$ cat config.mk
export PLATFORM = sky130hd
export DESIGN_NAME = txll_link_tx
export DESIGN_NICKNAME = d
export VERILOG_FILES = /design/src/rtl/txll_link_tx.sv
export SDC_FILE = /design/constraint.sdc
export NUM_CORES = 1
export LEC_CHECK = 0
export CAP_MARGIN = 10
export CORE_MARGIN = 5
export CORE_UTILIZATION = 25
export DETAILED_ROUTE_END_ITERATION = 10
export GPL_TIMING_DRIVEN = 0
export MAX_ROUTING_LAYER = met4
export SYNTH_ARGS = -nofsm -noshare
export SYNTH_HDL_FRONTEND = slang
export SYNTH_SLANG_ARGS = --single-unit
$ cat constraint.sdc
create_clock -name sys_clk -period 4.6 [get_ports sys_clk]
set_input_delay 0.92 -clock sys_clk [delete_from_list [all_inputs] [get_ports sys_clk]]
set_output_delay 0.92 -clock sys_clk [all_outputs]
set_load 0.03 [all_outputs]
$ cat src/rtl/txll_link_tx.sv
// txll_link_tx: SATA transmit link framer draining the TX frame FIFO toward the scrambler/PHY.
module txll_link_tx #(
    parameter logic [31:0] C_CRC_INIT = 32'h52325032,
    parameter int          C_WTRM_MAX = 1024
) (
    input  logic        sys_clk,
    input  logic        sys_rst,
    input  logic [35:0] rd_do,
    input  logic        rd_empty,
    output logic        rd_en,
    output logic        eof_poped,
    output logic [31:0] out_data,
    output logic        out_isk,
    input  logic        out_rdy,
    input  logic        rx_r_rdy,
    input  logic        rx_r_ok,
    input  logic        rx_r_err,
    input  logic        rx_hold,
    input  logic        rx_sync,
    output logic        tx_done,
    output logic        tx_err
);
    localparam logic [31:0] P_SYNC  = 32'hB5B5957C;
    localparam logic [31:0] P_XRDY  = 32'h5757B57C;
    localparam logic [31:0] P_SOF   = 32'h3737B57C;
    localparam logic [31:0] P_EOF   = 32'hD5D5B57C;
    localparam logic [31:0] P_WTRM  = 32'h5858B57C;
    localparam logic [31:0] P_HOLD  = 32'hD5D5AA7C;
    localparam logic [31:0] P_HOLDA = 32'h9595AA7C;
    localparam int CW = $clog2(C_WTRM_MAX + 1);
    localparam logic [CW-1:0] WTRM_LAST = CW'(C_WTRM_MAX - 1);

    typedef enum logic [2:0] {S_IDLE, S_XRDY, S_SOF, S_DATA, S_CRC, S_EOF, S_WTRM, S_FLUSH} state_t;

    state_t state;
    logic [31:0] crc;
    logic [CW-1:0] wtrm_cnt;
    logic pop_eof;
    logic unused_bits;

    function automatic logic [31:0] crc32(input logic [31:0] c, input logic [31:0] d);
        logic [31:0] r;
        r = c;
        for (int i = 31; i >= 0; i--)
            r = {r[30:0], 1'b0} ^ ((r[31] ^ d[i]) ? 32'h04C11DB7 : 32'h0);
        return r;
    endfunction

    assign rd_en = (state == S_IDLE)  ? out_rdy & ~rd_empty & ~rd_do[35] :
                   (state == S_DATA)  ? out_rdy & ~rd_empty & ~rx_hold :
                   (state == S_FLUSH) ? ~rd_empty : 1'b0;
    assign pop_eof = rd_en & rd_do[34];
    assign unused_bits = ^rd_do[33:32];

    always_ff @(posedge sys_clk or posedge sys_rst) begin
        if (sys_rst) begin
            state     <= S_IDLE;
            out_data  <= P_SYNC;
            out_isk   <= 1'b1;
            crc       <= C_CRC_INIT;
            wtrm_cnt  <= '0;
            eof_poped <= 1'b0;
            tx_done   <= 1'b0;
            tx_err    <= 1'b0;
        end else begin
            eof_poped <= pop_eof;
            tx_done   <= 1'b0;
            tx_err    <= 1'b0;
            // FLUSH drains the aborted frame whether or not the PHY is accepting
            if (state == S_FLUSH) begin
                if (out_rdy) begin
                    out_data <= P_SYNC;
                    out_isk  <= 1'b1;
                end
                if (pop_eof) state <= S_IDLE;
            end else if (out_rdy) begin
                out_isk <= 1'b1;
                if (rx_sync && state inside {S_XRDY, S_SOF, S_DATA, S_CRC, S_EOF}) begin
                    out_data <= P_SYNC;
                    tx_err   <= 1'b1;
                    state    <= (pop_eof || state == S_CRC || state == S_EOF) ? S_IDLE : S_FLUSH;
                end else begin
                    case (state)
                        S_IDLE: begin
                            out_data <= P_SYNC;
                            tx_err   <= ~rd_empty & ~rd_do[35];
                            state    <= (~rd_empty & rd_do[35]) ? S_XRDY : S_IDLE;
                        end
                        S_XRDY: begin
                            out_data <= P_XRDY;
                            if (rx_r_rdy) state <= S_SOF;
                        end
                        S_SOF: begin
                            out_data <= P_SOF;
                            crc      <= C_CRC_INIT;
                            state    <= S_DATA;
                        end
                        S_DATA: begin
                            out_data <= rx_hold ? P_HOLDA : rd_empty ? P_HOLD : rd_do[31:0];
                            out_isk  <= rx_hold | rd_empty;
                            if (rd_en) crc <= crc32(crc, rd_do[31:0]);
                            if (pop_eof) state <= S_CRC;
                        end
                        S_CRC: begin
                            out_data <= crc;
                            out_isk  <= 1'b0;
                            state    <= S_EOF;
                        end
                        S_EOF: begin
                            out_data <= P_EOF;
                            state    <= S_WTRM;
                        end
                        S_WTRM: begin
                            out_data <= P_WTRM;
                            if (rx_r_err || rx_r_ok || wtrm_cnt == WTRM_LAST) begin
                                tx_done  <= rx_r_ok & ~rx_r_err;
                                tx_err   <= rx_r_err | ~rx_r_ok;
                                wtrm_cnt <= '0;
                                state    <= S_IDLE;
                            end else begin
                                wtrm_cnt <= wtrm_cnt + 1'b1;
                            end
                        end
                        default: state <= S_IDLE;
                    endcase
                end
            end
        end
    end
endmodule

Yosys cells after proc, flatten, opt, wreduce, memory -nomap -nowiden
Index checks and enable logic that the tools add are counted.
{ "word_totals": {"ff_bits": 82, "in_bits": 45, "output_inout_bits": 37, "elab_cells": 186} }
{ "classes": {"add_sub_neg": 1, "n_eq_ne": 13, "n_mux": 70, "n_bitwise": 80, "reduce_logical": 14} }
{ "op_table": {"columns": ["operator", "n"], "rows": [
  ["bitwise XOR 32 x 27 -> 32 bit", 32],
  ["2-to-1 mux 27 bit", 32],
  ["2-to-1 mux 32 bit", 7],
  ["one-hot mux 32 bit (7 select lines)", 1],
  ["one-hot mux 32 bit (2 select lines)", 1],
  ["bitwise XOR 1 bit", 32],
  ["2-to-1 mux 3 bit", 8],
  ["one-hot mux 3 bit (7 select lines)", 1],
  ["2-to-1 mux 1 bit", 17],
  ["== test 3 bit, second input constant", 4],
  ["adder 11 x 1 -> 11 bit, second input constant", 1],
  ["== test 11 x 10 -> 1 bit, second input constant", 1],
  ["2-to-1 mux 11 bit", 1],
  ["AND reduction 5 bit", 2],
  ["nonzero test 9 bit", 1],
  ["AND 1 bit", 7],
  ["NOT 1 bit", 7],
  ["== test 3 x 2 -> 1 bit, second input constant", 2],
  ["nonzero test 5 bit", 1],
  ["logical OR 1 bit", 4],
  ["inequality test 2 bit, second input constant", 2],
  ["inequality test 4 x 3 -> 1 bit, second input constant", 1],
  ["inequality test 4 bit, second input constant", 1],
  ["one-hot mux 1 bit (2 select lines)", 2],
  ["other kinds (8)", 10]
]} }

Logic depth before layout (Yosys ltp)
{ "logic_depth": {"depth_word": 98, "ltp_mapped": 12, "depth_no_buf": 10} }

Least setup slack after synthesis
Ideal clock, no wire load.
{ "synth_timing": {"kind": "input to register", "start": "in rd_do[27]", "end": "reg crc[8]", "arrival_time_ps": 4091, "required_ps": 4517, "setup_slack_ps": 426, "cell_stages": 10, "path_buffers": 1, "cell_sequence": "xnor2_2 > xnor3_1 > buf_2 > xor2_1 > xnor3_1 > xnor3_1 > xnor3_2 > xor2_1 > xor3_1 > o21ai_0"} }
{ "synth_via": {"elab_chain_cells": 40} }
{ "synth_rtl": {"columns": ["element", "line", "text"], "rows": [
  ["start: declaration", "8", "input logic [35:0] rd_do,"],
  ["bitwise XOR 1 bit (*)", "45", "r = {r[30:0], 1'b0} ^ ((r[31] ^ d[i]) ? 32'h04C11DB7 : 32'h0);"],
  ["2-to-1 mux 27 bit (*)", "45", null],
  ["bitwise XOR 32 x 27 -> 32 bit (*) (6 in a row)", "45", null],
  ["bitwise XOR 1 bit / bitwise XOR 32 x 27 -> 32 bit (equally long branches)", "45", null],
  ["2-to-1 mux 27 bit / bitwise XOR 32 x 27 -> 32 bit (equally long branches)", "45", null],
  ["bitwise XOR 32 x 27 -> 32 bit (*) (6 in a row)", "45", null],
  ["bitwise XOR 1 bit / bitwise XOR 32 x 27 -> 32 bit (equally long branches)", "45", null],
  ["2-to-1 mux 27 bit / bitwise XOR 32 x 27 -> 32 bit (equally long branches)", "45", null],
  ["bitwise XOR 32 x 27 -> 32 bit (*) (6 in a row)", "45", null],
  ["bitwise XOR 1 bit / bitwise XOR 32 x 27 -> 32 bit (equally long branches)", "45", null],
  ["2-to-1 mux 27 bit / bitwise XOR 32 x 27 -> 32 bit (equally long branches)", "45", null],
  ["bitwise XOR 32 x 27 -> 32 bit (*) (6 in a row)", "45", null],
  ["bitwise XOR 1 bit / bitwise XOR 32 x 27 -> 32 bit (equally long branches)", "45", null],
  ["2-to-1 mux 27 bit / bitwise XOR 32 x 27 -> 32 bit (equally long branches)", "45", null],
  ["bitwise XOR 32 x 27 -> 32 bit (*) (4 in a row)", "45", null],
  ["2-to-1 mux 32 bit (*)", "101", "if (rd_en) crc <= crc32(crc, rd_do[31:0]);"],
  ["one-hot mux 32 bit (2 select lines) (*)", "83", "case (state)"],
  ["end signal: assignment", "101", null],
  ["end: declaration", "36", "logic [31:0] crc;"]
]} }
Mark *: on every way between the ends. The rest lies on a longest branch, timed or not. The select of a mux whose other input is x is not followed.
A chain may end at the register's enable or synchronous reset.

Final worst setup path
{ "layout_timing": {"start": "in rd_do[27]", "end": "reg crc[23]"} }
{ "layout_via": {"elab_chain_cells": 40} }
{ "layout_rtl": {"columns": ["element", "line"], "rows": [
  ["bitwise XOR 1 bit (*)", "45"],
  ["2-to-1 mux 27 bit (*)", "45"],
  ["bitwise XOR 32 x 27 -> 32 bit (*) (6 in a row)", "45"],
  ["bitwise XOR 1 bit / bitwise XOR 32 x 27 -> 32 bit (equally long branches)", "45"],
  ["2-to-1 mux 27 bit / bitwise XOR 32 x 27 -> 32 bit (equally long branches)", "45"],
  ["bitwise XOR 32 x 27 -> 32 bit (*) (6 in a row)", "45"],
  ["bitwise XOR 1 bit / bitwise XOR 32 x 27 -> 32 bit (equally long branches)", "45"],
  ["2-to-1 mux 27 bit / bitwise XOR 32 x 27 -> 32 bit (equally long branches)", "45"],
  ["bitwise XOR 32 x 27 -> 32 bit (*) (6 in a row)", "45"],
  ["bitwise XOR 1 bit / bitwise XOR 32 x 27 -> 32 bit (equally long branches)", "45"],
  ["2-to-1 mux 27 bit / bitwise XOR 32 x 27 -> 32 bit (equally long branches)", "45"],
  ["bitwise XOR 32 x 27 -> 32 bit (*) (9 in a row)", "45"],
  ["bitwise XOR 1 bit", "45"],
  ["2-to-1 mux 27 bit", "45"],
  ["bitwise XOR 32 x 27 -> 32 bit (*)", "45"],
  ["2-to-1 mux 32 bit (*)", "101"],
  ["one-hot mux 32 bit (2 select lines) (*)", "83"]
]} }
Marked as above.

==> key figures <==
Global route
  • Met3 GRT Util: 2.45%
  • GR peak layer: met2
  • GRT Util Overall: 14.9%
  • First-pass GRT wire length: 34.8 mm
  • Grt ovf: 0
  • Antenna violations before repair: 0
  • Largest net degree at the start of global routing: 50
  • Grt met2 use: 24.5%
  • Number of global-route vias before repair: 5764
  • Routing usage on met1: 19.9%

STA
  • Worst-margin pin slew: 1.15 ns
  • Fmax: 221 MHz
  • Final period util: 98.4%
  • Post-Route Setup TNS: 0 ns
  • PnR worst setup slack: 0.0746 ns
  • Fin crit period: 4.53 ns
  • Setup-failing EPs final: 0
  • Fin Hold WS: 0.491 ns
  • Max-slew headroom: 23.1%
  • Final Hold Viols: 0
  • Clock Skews: 0.0101 ns
  • Max-slew violation count: 0

Floorplanning
  • Starting Density: 25.3%
  • Core area: 27700 um2
  • Die height: 177 um
  • Die area: 31500 um2
  • I/O pin total: 82
  • Row cnt: 61
  • Die X: 177 um

Yosys
  • Seq cells post-synth: 82
  • Sequential fraction of the synthesis area: 29.8%
  • Gate count after technology mapping: 691
  • Synth unique cells: 45
  • Mapped cell area: 7010 um2
  • Xor and xnor area share after synthesis: 45.3%
  • Primary FF master, synth: dfrtp_1
  • Synth Area in Compound Gates: 13.0%
  • Largest family of logic cells by synthesized area: XOR/XNOR gates
  • Synth Area in Adders: 0.179%
  • Avg Inst Size Synth: 10.1 um2
  • Async S/R FF share, synth: 100%
  • Simple-Gate Fraction of Synth Area: 8.98%
  • Mapped Nets: 737
  • Synth warn: 0
  • Mux contribution to synthesized area: 0%
  • Post-synth EDFFs: 0

Placed design
  • Placer congestion estimate: 0.921
  • PortBufs: 79
  • HPWL Detailed: 17.8 mm
  • Place WS: -1.06 ns

Setup path
  • Worst Path Max Fanout: 7
  • Crit path DAT: 4.72 ns
  • WS Path Type: in -> reg
  • Critical Path RT: 4.80 ns
  • Worst setup SP type: input port
  • Crit end category: register

Routing
  • # DRC: 0
  • Router iterations before antenna repair: 4
  • Via count: 5559
  • Routed Antenna Nets: 0
  • WL/cell: 19.2 um
  • Routed wire length: 22.9 mm
  • Drt via density: 4.66
  • DRT iter0 DRCs: 479

Worst hold path
  • Worst Hold Class: reg -> reg

CTS
  • H-tree levels: 3
  • CTS Sinks: 82
  • CTS tree: yes
  • Cts hold-fix bufs: 0
  • Clock Pin Slew Worst Setup and Hold Paths: 0.07 ns
  • CTS Buf Count: 9
  • Max clock buf depth: 2
  • Worst-Skew Late Latency: 0.34 ns
  • Root buf cell: clkbuf_16

Final layout
  • Ant. Diodes: 0
  • Nets: 855
  • Fraction of layout cells with a size suffix above 1: 16.7%
  • Area Overhead vs Synth: 31.6%

Job
  • Max cap viols: 0

Run status
  • Run status: completed
-- critical path: stages --
cell and delay, ns:
clkdlybuf4s50_1 0.56, xnor2_4 0.35, xnor3_1 0.44, buf_2 0.23
xor2_4 0.26, xnor3_2 0.39, xnor3_2 0.35, xnor3_2 0.39
xnor3_1 0.42, xor2_1 0.29, o22ai_1 0.11
-- registers in the layout (all words and copies together), names as in the netlist --
| register | flops |
|---|---|
| out_isk | 1 |
| out_data | 32 |
| wtrm_cnt | 11 |
| eof_poped | 1 |
| state | 3 |
| tx_done | 1 |
| crc | 32 |
| tx_err | 1 |
-- Yosys cell counts, types with 4 or more instances --
| cell type | instances | area share (%) |
|---|---|---|
| a22oi_1 | 7 | 0.75 |
| xnor3_1 | 36 | 12 |
| nor2_1 | 58 | 3.1 |
| xnor2_4 | 6 | 2.4 |
| xor2_1 | 41 | 5.1 |
| xnor2_2 | 6 | 1.4 |
| o31ai_1 | 4 | 0.43 |
| nand2_1 | 63 | 3.4 |
| dfrtp_1 | 51 | 18 |
| nand2b_1 | 4 | 0.36 |
| o22a_1 | 6 | 0.75 |
| o21ai_0 | 61 | 4.4 |
| and3_1 | 5 | 0.45 |
| dfstp_2 | 31 | 12 |
| xnor3_2 | 7 | 2.4 |
| o22ai_1 | 12 | 1.1 |
| inv_1 | 18 | 0.96 |
| clkbuf_1 | 29 | 1.6 |
| o32ai_1 | 5 | 0.63 |
| a31oi_1 | 11 | 0.98 |
| a21oi_1 | 29 | 2.1 |
| xnor2_1 | 151 | 19 |
| nor2b_1 | 4 | 0.36 |
| xor3_1 | 7 | 2.4 |
| nand3_1 | 4 | 0.29 |
-- layout make-up --
type | count | area [um2]
Fill cell | 2815 | 18500
Multi-Input combinational cell | 559 | 5050
Sequential cell | 82 | 2090
Timing Repair Buffer | 107 | 1060
Tap cell | 378 | 473
Clock buffer | 10 | 239
Buffer | 32 | 125
Clock inverter | 6 | 113
Inverter | 18 | 70.1
-- what timing repair did --
item	in CTS	in global routing
pin swaps	9	4
endpoints found under the setup margin	19	9
resized for setup	32	14
hold endpoints to repair	0	0
setup buffers	18	9
-- cell families after synthesis --
group	count (synthesis)
AOI/OAI and AO/OA	151
buffers and inverters	50
and+or+nand+nor	150
adders and majority gates	1
DFF	82
xor gates and xnor gates	257
-- layer usage --
| layer | wire (um) | vias up |
|---|---|---|
| li1 | - | 2580 |
| met1 | 10300 | 2786 |
| met2 | 11200 | 176 |
| met3 | 1250 | 17 |
| met4 | 189 | 0 |
| met5 | 0 | - |
-- through the flow --
step	cells	util [%]	cell area, um2
after global routing	1192	33.3	9220
after global placement	1148	29.8	8270
final	1192	33.3	9220
after floorplan	691	-	7010
after CTS	1183	32.6	9030
after detailed placement	1149	30.0	8300
-- cell usage in the layout, fill, tap and decap left out, types with 5 or more instances in the layout --
cell,instances
clkdlybuf4s50_1,78
nor2_1,58
xnor3_1,29
a21oi_1,29
nand2_1,63
xnor2_2,18
inv_1,17
o21ai_0,61
xnor2_1,130
and3_1,5
buf_4,25
a22oi_1,7
dfrtp_1,51
o32ai_1,5
a31oi_1,11
xor2_4,5
dfstp_2,31
o22ai_1,12
clkbuf_1,29
xor2_1,36
xor3_1,6
xnor2_4,15
clkbuf_16,9
o22a_1,6
xnor3_2,14
-- final timing paths --
check | startpoint | endpoint | slack (ns) | cells after the start
min reg2reg | out_data[15]$_DFFE_PP1P_ | out_data[15]$_DFFE_PP1P_ | 0.49 | 2
min | out_data[15]$_DFFE_PP1P_ | out_data[15]$_DFFE_PP1P_ | 0.49 | 2
max | rd_do[27] | crc[23]$_DFFE_PP0P_ | 0.07 | 11
max in group asynchronous | sys_rst | crc[14]$_DFFE_PP1P_ | 3.00 | 3
min in group asynchronous | sys_rst | out_data[19]$_DFFE_PP0P_ | 0.95 | 2
max reg2reg | crc[29]$_DFFE_PP0P_ | crc[15]$_DFFE_PP0P_ | 0.69 | 9
Power is not shown: default switching activity piles up to over one toggle a cycle in this logic, so the estimate is an artifact.
